==> src/rtl/tape_pkg.sv <==
// Shared definitions for the interpreter data tape.
// Contents:
//   tape_op_t     3-bit operation code, plus the OP_* constants
//   tape_state_e  sequencer state (idle / clear sweep)
package tape_pkg;

    typedef logic [2:0] tape_op_t;

    localparam tape_op_t OP_NOP   = 3'd0;
    localparam tape_op_t OP_INC   = 3'd1;
    localparam tape_op_t OP_DEC   = 3'd2;
    localparam tape_op_t OP_RIGHT = 3'd3;
    localparam tape_op_t OP_LEFT  = 3'd4;
    localparam tape_op_t OP_LOAD  = 3'd5;
    localparam tape_op_t OP_CLEAR = 3'd6;

    typedef enum logic [0:0] {
        StIdle  = 1'b0,
        StSweep = 1'b1
    } tape_state_e;

endpackage

==> src/rtl/tape_cell_alu.sv <==
// Next-value logic for a single tape cell.
// Ports:
//   op          operation code; only INC, DEC and LOAD change the value
//   value       current cell contents
//   load_value  value written by LOAD
//   result      new cell contents (equals value for every other code)
// Arithmetic wraps modulo 2^c_width.
module tape_cell_alu
    import tape_pkg::*;
#(
    parameter int unsigned c_width = 8
) (
    input  tape_op_t           op,
    input  logic [c_width-1:0] value,
    input  logic [c_width-1:0] load_value,
    output logic [c_width-1:0] result
);

    always_comb begin
        result = value;
        case (op)
            OP_INC:  result = value + c_width'(1);
            OP_DEC:  result = value - c_width'(1);
            OP_LOAD: result = load_value;
            default: result = value;
        endcase
    end

endmodule

==> src/rtl/tape_register_file.sv <==
// Interpreter data tape: c_depth cells of c_width bits with an internal pointer.
// One operation per cycle is accepted through i_valid/o_ready. OP_CLEAR starts a
// sweep that zeroes one cell per cycle (index 0 upwards) and then parks the
// pointer at 0; the block is busy for exactly c_depth cycles.
// Ports:
//   i_clock    rising-edge clock
//   i_reset    asynchronous active-high reset (clears all cells and the pointer)
//   i_valid    operation request
//   i_op       operation code (tape_pkg OP_*)
//   i_data     value for OP_LOAD
//   o_ready    high when an operation can be accepted (idle)
//   o_data     contents of the cell under the pointer
//   o_pointer  current pointer
//   o_zero     o_data == 0
// All outputs depend on stored state only.
module tape_register_file
    import tape_pkg::*;
#(
    parameter  int unsigned c_width     = 8,
    parameter  int unsigned c_depth     = 16,
    localparam int unsigned c_ptr_width = (c_depth > 1) ? $clog2(c_depth) : 1
) (
    input  logic                   i_clock,
    input  logic                   i_reset,
    input  logic                   i_valid,
    input  logic [2:0]             i_op,
    input  logic [c_width-1:0]     i_data,
    output logic                   o_ready,
    output logic [c_width-1:0]     o_data,
    output logic [c_ptr_width-1:0] o_pointer,
    output logic                   o_zero
);

    localparam logic [c_ptr_width-1:0] ptr_last = c_ptr_width'(c_depth - 1);
    localparam logic [c_ptr_width-1:0] ptr_one  = c_ptr_width'(1);

    // Flops rather than RAM: reset has to clear every cell at once.
    logic [c_width-1:0]     cells_q [c_depth];
    logic [c_width-1:0]     cells_d [c_depth];
    logic [c_ptr_width-1:0] ptr_q, ptr_d;
    logic [c_ptr_width-1:0] sweep_q, sweep_d;
    tape_state_e            state_q, state_d;

    logic                   accept;
    tape_op_t               alu_op;
    logic [c_width-1:0]     cur_cell;
    logic [c_width-1:0]     alu_result;

    assign cur_cell = cells_q[ptr_q];
    assign accept   = i_valid && (state_q == StIdle);
    // Only accepted requests reach the ALU, so an unaccepted op can never
    // modify a cell even if the write logic below changes.
    assign alu_op   = accept ? tape_op_t'(i_op) : OP_NOP;

    tape_cell_alu #(
        .c_width (c_width)
    ) u_alu (
        .op         (alu_op),
        .value      (cur_cell),
        .load_value (i_data),
        .result     (alu_result)
    );

    always_comb begin
        cells_d = cells_q;
        ptr_d   = ptr_q;
        sweep_d = sweep_q;
        state_d = state_q;

        case (state_q)
            StIdle: begin
                if (accept) begin
                    case (tape_op_t'(i_op))
                        OP_INC, OP_DEC, OP_LOAD: begin
                            cells_d[ptr_q] = alu_result;
                        end
                        OP_RIGHT: begin
                            ptr_d = (ptr_q == ptr_last) ? '0 : ptr_q + ptr_one;
                        end
                        OP_LEFT: begin
                            ptr_d = (ptr_q == '0) ? ptr_last : ptr_q - ptr_one;
                        end
                        OP_CLEAR: begin
                            state_d = StSweep;
                            sweep_d = '0;
                        end
                        default: ;
                    endcase
                end
            end
            StSweep: begin
                cells_d[sweep_q] = '0;
                if (sweep_q == ptr_last) begin
                    state_d = StIdle;
                    ptr_d   = '0;
                    sweep_d = '0;
                end else begin
                    sweep_d = sweep_q + ptr_one;
                end
            end
            default: begin
                state_d = StIdle;
            end
        endcase
    end

    always_ff @(posedge i_clock or posedge i_reset) begin
        if (i_reset) begin
            for (int i = 0; i < int'(c_depth); i++) begin
                cells_q[i] <= '0;
            end
            ptr_q   <= '0;
            sweep_q <= '0;
            state_q <= StIdle;
        end else begin
            cells_q <= cells_d;
            ptr_q   <= ptr_d;
            sweep_q <= sweep_d;
            state_q <= state_d;
        end
    end

    assign o_ready   = (state_q == StIdle);
    assign o_data    = cur_cell;
    assign o_pointer = ptr_q;
    assign o_zero    = (cur_cell == '0);

endmodule

==> config.mk <==
export PLATFORM = sky130hd
export DESIGN_NAME = tape_register_file
export DESIGN_NICKNAME = d
export VERILOG_FILES = /design/src/rtl/tape_pkg.sv /design/src/rtl/tape_cell_alu.sv /design/src/rtl/tape_register_file.sv
export SDC_FILE = /design/constraint.sdc
export NUM_CORES = 1
export LEC_CHECK = 0
export CAP_MARGIN = 10
export CORE_MARGIN = 2
export CORE_UTILIZATION = 50
export DETAILED_ROUTE_END_ITERATION = 8
export PLACE_DENSITY_LB_ADDON = 0.2
export SYNTH_ARGS = -nofsm -noshare
export SYNTH_HDL_FRONTEND = slang
export SYNTH_HIERARCHICAL = 1
export SYNTH_SLANG_ARGS = --single-unit
==> constraint.sdc <==
create_clock -name i_clock -period 5.1 [get_ports i_clock]
set_input_delay 1.02 -clock i_clock [delete_from_list [all_inputs] [get_ports i_clock]]
set_output_delay 1.02 -clock i_clock [all_outputs]
set_load 0.01 [all_outputs]
==> results.toml, run 1 <==
[hold_path]
hp-class = "flip-flop to flip-flop"
min_path_cells = 1

[synth]
ys_ff_latch = 137
synth_nets = 595
syn_inst = 565
synth_edf_count = 0
yosysTopAreaCell = "dfrtp_1"
syn_area_per_cell_um2 = 12.19
syn-cell-area_um2 = 6885
ys.warnings.count = 6
synthArstFlopShare_pct = 100.0
seq_area_frac_synth_pct = 49.79
synth_cell_types = 51
synthTopCellsByArea = "dfrtp_1, a22o_1, mux4_2, ha_1, a22oi_1"
ys.flop_type = "dfrtp_1"
netlist.area_leader.share_pct = 49.79

[final_layout]
seq_area_um2 = 3430
multi_input_area_um2 = 3258
antennaDiodeCount = 0
fillers = 1076
drive_above_1_share_pct = 15.75
area_delta_synth_final_pct = 14.21
fin_nets = 616
fin_area_um2 = 7864

[timing]
worst_pin_slew_ps = 1067
period_needed_ps = 4710
rsz0062_at_grt = "false"
fin_skew_ps = 8.733
drv_slew = 0
hold_violations = 0
fin_hold_ws_ps = 491.3
fin_crit_sh_pct = 92.35
fin_setup_tns_ps = 0
clock.fmax_mhz = 212.3
setup_viol = 0
slew_headroom_pct = 28.86

[placement]
gp_congestion = 0.9730
place_area_um2 = 7317
io_buffers = 27
hpwl_um = 12420

[critical_path]
cp-start-kind = "flip-flop"
r2r_cells = 12
crit_fanout = 26
required_ps = 4080
critPathKind = "flip-flop to output port"
setup.worst_path.end_class = "output port"
crit_arrival_ps = 3690

[power_and_ir_drop]
p_seq_share_pct = 36.8
peakVddDrop_mv = 0.2674
finalPower_mw = 3.777
p_clk_share_pct = 31.0
p_leak_nw = 3.516
power_frac_comb_pct = 32.2
p_int_mw = 2.393
swShare_pct = 36.65
switchingPower_mw = 1.385
p_per_area_nw_per_um2 = 480.3

[clock_tree]
cts.sinks = 137
h-tree-depth = 4
cts_tree = "done"
clockBufferDepth = 2
clk_latency_ps = 440
numCtsBuffers = 17
cts-root-buf = "clkbuf_16"
hold_buffers = 0
ctsResizeCount = 0
clk_pin_slew_ps = 60
post_cts_buffers = 0

[detailed_routing]
vias_per_cell = 6.890
drt-initial-drc-count = 678
drcViolationCount = 0
vias = 5326
wirelength_um = 19420
drt-wirelength-per-cell_um = 25.13
firstDrtPassIters = 5
ant_nets = 0

[global_route]
grt_max_degree = 87
track_usage_pct = 28.25
grt_antenna_before_repair = 0
grt-ovfl-total = 0
grt_pass1_wl_um = 30780
grt_pass1_vias = 5347

[die]
die_area_um2 = 14730
core-area_um2 = 13350
core.rowCount = 42
die_h_um = 121.4
fp.dieW_um = 121.4
io_pins = 28
initial_core_util_pct = 51.58

[job]
maxCapViolations = 0

[outcome]
status = "finished clean"
## kinds of logic after synthesis
| kind of cell | Yosys count | share of synthesized area [%] |
|---|---|---|
| xor+xnor | 6 | 0.8724 |
| simple gates | 106 | 8.068 |
| buf+inv | 47 | 2.889 |
| compound gates | 218 | 24.44 |
| fa+ha+maj | 16 | 3.017 |
| flops | 137 | 49.79 |
| mux | 35 | 10.92 |
## cell type report
| cell class | count | area share (%) |
|---|---|---|
| Sequential cell | 137 | 43.61 |
| Tap cell | 176 | 2.800 |
| Clock inverter | 8 | 0.9228 |
| Timing Repair Buffer | 38 | 4.646 |
| Multi-Input combinational cell | 381 | 41.43 |
| Clock buffer | 22 | 6.030 |
| Inverter | 11 | 0.5569 |
## path summary, 6_finish.rpt
| kind | startpoint | to | slack [ps] |
|---|---|---|---|
| max in group asynchronous | i_reset | cells_q[51]$_DFFE_PP0P_ | 2930 |
| max reg2reg | o_pointer[0]$_DFFE_PP0P_ | cells_q[4]$_DFFE_PP0P_ | 920 |
| max | o_pointer[0]$_DFFE_PP0P_ | o_zero | 390 |
| min reg2reg | cells_q[10]$_DFFE_PP0P_ | cells_q[10]$_DFFE_PP0P_ | 490 |
| min | cells_q[10]$_DFFE_PP0P_ | cells_q[10]$_DFFE_PP0P_ | 490 |
| min in group asynchronous | i_reset | cells_q[1]$_DFFE_PP0P_ | 1200 |
## per-layer routing
layer / wire length [µm] / track usage (%)
met1: 8186 / 39.31
met4: 482 / 10.70
met2: 9132 / 42.52
met5: 0 / 0
met3: 1621 / 7.754
## cell usage after synthesis, drive strengths merged, types with 2 or more instances
| cell | number |
|---|---|
| inv | 11 |
| xnor2 | 3 |
| nand2b | 2 |
| nor3b | 4 |
| a211oi | 2 |
| a21oi | 26 |
| nor3 | 6 |
| nor2b | 8 |
| clkbuf | 16 |
| o21bai | 4 |
| mux4 | 32 |
| or4 | 2 |
| a21boi | 2 |
| o211ai | 5 |
| nand2 | 40 |
| nand3 | 4 |
| ha | 15 |
| nand3b | 4 |
| a22oi | 21 |
| buf | 20 |
| dfrtp | 137 |
| o21ai | 25 |
| and2 | 5 |
| nor2 | 27 |
| and3 | 2 |
| a22o | 122 |
| a21o | 2 |
| a221o | 2 |
| mux2i | 2 |
| xor2 | 3 |
## sequential cells by signal (all words and copies together) (netlist names)
name	flops
cells_q	128
o_pointer	4
state_q	1
sweep_q	4
## per-stage QoR
step                      setup WS (ps)  instances  util, %
after floorplan                   412.2        565        -
after global placement            587.3        743    54.82
after detailed placement          509.7        743    54.82
after CTS                         367.2        773    58.91
after global routing              165.2        773    58.91
final                             390.1        773    58.91
## cell usage in the layout, fill, tap and decap left out, types with 15 or more instances in the layout
master	n
clkdlybuf4s50_1	27
ha_1	15
mux4_2	32
a21oi_1	26
o21ai_0	21
a22o_1	122
a22oi_1	21
dfrtp_1	136
nor2_1	16
clkbuf_16	17
nand2_1	40
## power groups by stage
stage / clock [mW] / sequential (mW) / combinational, mW
floorplan: 0 / 1.31 / 0.875
global placement: 0 / 1.40 / 1.17
detailed placement: 0 / 1.40 / 1.19
CTS: 1.17 / 1.39 / 1.20
global route: 1.22 / 1.41 / 1.30
finish: 1.17 / 1.39 / 1.22
## critical path, stage by stage, from the launching register on
cell and delay [ps]:
dfrtp_2 730, buf_12 290, mux4_2 530, a22oi_1 240
nand2_1 230, or4_1 560, nor2_1 100, clkdlybuf4s50_1 530
Power figures use the tool's default switching activity.
==> run 2, diff against run 1 <==
Settings changed: ABC_AREA set to 1, SETUP_SLACK_MARGIN set to 0.02.
==> run 2 against run 1 <==
Final cell count up 67%. Flip-flop and latch count unchanged. Total power up 36%. Hold slack worse by 22 ps. Clock skew up 1.3 ps. Non-clock buffer count down 4. Utilization down 1.5 points. Largest power group is now combinational logic.
==> results.toml, run 2 <==
[critical_path]
cp_top_family = "buffers and inverters"
critPathMostFrequentCell = "nand2_1"
crit_arrival_ps = 3180
critPathKind = "flip-flop to output port"
setup.worst_path.end_class = "output port"
crit_chain = "buf_4 -> o21ai_0 -> nand2_1 -> nand2_1 -> nand2_1 -> nand4_1 -> nor2_1 -> nand2_1 -> nor2_1 -> clkdlybuf4s50_1"
crit_fanout = 72
cp.depth = 10
cp-start-kind = "flip-flop"
cpPeakStageDelay_ps = 630
cp.buffers_inverters = 2
r2r_cells = 13
cpMaxStageDelayCell = "buf_4"
required_ps = 4080

[synth]
yosysTopAreaCell = "dfrtp_1"
synth.cells.most_frequent = "nand2_1, inv_1, dfrtp_1"
synth_cell_types = 39
synth.most_common_cell = "nand2_1"
syn_area_per_cell_um2 = 7.447
ys.flop_type = "dfrtp_1"
synth_edf_count = 0
syn-cell-area_um2 = 7849
netlist.area_leader.share_pct = 43.68
ys.warnings.count = 6
synth_nets = 1084
synthTopCellsByArea = "dfrtp_1, nand2_1, inv_1, nand3_1, o22ai_1"
synth_xor_xnor_area_share_pct = 0.4464
ys_ff_latch = 137
synth_adder_area_share_pct = 2.646
synth_mux_area_share_pct = 0
synth-compound-area-share_pct = 10.97
synth_top_family_by_area = "simple AND/OR/NAND/NOR gates"
seq_area_frac_synth_pct = 43.68
syn_inst = 1054
synthArstFlopShare_pct = 100.0
synth-simple-area-share_pct = 30.61

[detailed_routing]
wirelength_um = 21660
drcViolationCount = 0
ant_nets = 0
firstDrtPassIters = 8
drt-wirelength-per-cell_um = 16.79
vias_per_cell = 5.393
vias = 6957
drt-initial-drc-count = 687

[final_layout]
drive_above_1_share_pct = 7.970
layout_common_cells = "nand2_1, inv_1, dfrtp_1"
fin_nets = 1096
regMostFlops = "cells_q"
largest_register_ffs = 128
final_common_cell = "nand2_1"
multi_input_area_um2 = 3506
fillers = 1444
seq_area_um2 = 3430
area_delta_synth_final_pct = 11.62
antennaDiodeCount = 0

[die]
die_h_um = 129.3
core-area_um2 = 15260
die_area_um2 = 16720
core.rowCount = 45
io_pins = 28
initial_core_util_pct = 51.44
fp.dieW_um = 129.3

[timing]
drv_slew = 0
hold_violations = 0
slew_headroom_pct = 39.17
worst_pin_slew_ps = 912.5
fin_crit_sh_pct = 82.34
setup_viol = 0
fin_setup_tns_ps = 0
period_needed_ps = 4199
rsz0062_at_grt = "false"
fin_skew_ps = 10.08
clock.fmax_mhz = 238.1

[clock_tree]
hold_buffers = 0
cts.sinks = 137
clk_pin_slew_ps = 60
clockBufferDepth = 2
clk_latency_ps = 430
cts-root-buf = "clkbuf_16"
post_cts_buffers = 0
ctsResizeCount = 0
h-tree-depth = 4
cts_tree = "done"
numCtsBuffers = 17

[global_route]
grt_pass1_vias = 6568
grt_pass1_wl_um = 35260
grt_max_degree = 83
grt-ovfl-total = 0
grt_antenna_before_repair = 0
track_usage_pct = 27.61

[hold_path]
hp-class = "flip-flop to flip-flop"
min_path_cells = 2

[placement]
gp_congestion = 0.8587
hpwl_um = 14310
io_buffers = 27

[outcome]
status = "finished clean"

[power_and_ir_drop]
p_leak_nw = 4.327
finalPower_mw = 5.121
peakVddDrop_mv = 0.4057
p_per_area_nw_per_um2 = 584.5

[job]
maxCapViolations = 0
## run 2: changes by cell type after synthesis, sizes merged, moves of 32 or more
| cell | before | now |
|---|---|---|
| o21ai | 25 | 69 |
| inv | 11 | 171 |
| o22ai | 0 | 58 |
| nand2 | 40 | 367 |
| a22o | 122 | 0 |
| nand3 | 4 | 122 |
| mux4 | 32 | 0 |
## run 2: metal layers
layer	wire [µm]	track usage, %
met1	10090	39.31
met2	9818	42.14
met3	1287	5.491
met4	463	9.974
met5	0	0
## run 2: power by group
| part | switching, mW | leakage (nW) | internal (mW) |
|---|---|---|---|
| registers | 0.120 | 1.89 | 1.25 |
| logic | 1.81 | 2.17 | 0.729 |
| clock network | 0.482 | 0.261 | 0.730 |
| total | 2.41 | 4.33 | 2.71 |
## run 2: layout make-up
class / instances / area share, %
clock buffer: 21 / 5.141
clock inverter: 11 / 1.414
inverter: 171 / 7.441
multi-input combinational: 705 / 40.02
sequential: 137 / 39.15
tap: 211 / 3.013
timing repair buffer: 34 / 3.827
## run 2: stage by stage
| step | hold WS (ps) | utilization (%) | worst slack, ps | cell area, µm² | cells |
|---|---|---|---|---|---|
| after global routing | 483.3 | 57.42 | 740.7 | 8761 | 1290 |
| final | 468.8 | 57.42 | 900.6 | 8761 | 1290 |
| after floorplan | 441.9 | - | 412.2 | 7849 | 1054 |
| after global placement | 454.2 | 53.65 | 912.0 | 8187 | 1258 |
| after detailed placement | 457.9 | 53.65 | 800.6 | 8187 | 1258 |
| after CTS | 471.9 | 57.42 | 908.9 | 8761 | 1290 |
## run 2: logic make-up after synthesis
family	count (synthesis)
buffers and inverters	212
AO/OA/AOI/OAI	144
AND/OR/NAND/NOR	541
XOR/XNOR	4
adder cells (fa/ha/maj)	16
flip-flops	137
## run 2: path summary, 6_finish.rpt
| path | slack, ps | startpoint | to |
|---|---|---|---|
| worst min register to register | 470 | cells_q[40]$_DFFE_PP0P_ | cells_q[40]$_DFFE_PP0P_ |
| worst max register to register | 1350 | o_pointer[0]$_DFFE_PP0P_ | cells_q[4]$_DFFE_PP0P_ |
| worst max-delay path | 900 | o_pointer[0]$_DFFE_PP0P_ | o_zero |
| max in group asynchronous | 3070 | i_reset | cells_q[52]$_DFFE_PP0P_ |
| min in group asynchronous | 1120 | i_reset | cells_q[91]$_DFFE_PP0P_ |
| worst min-delay path | 470 | cells_q[40]$_DFFE_PP0P_ | cells_q[40]$_DFFE_PP0P_ |
## run 2: tightest hold or removal path: stages, from the launching register on
cell and delay (ps):
dfrtp_1 340, nand2_1 50, nand2_1 40
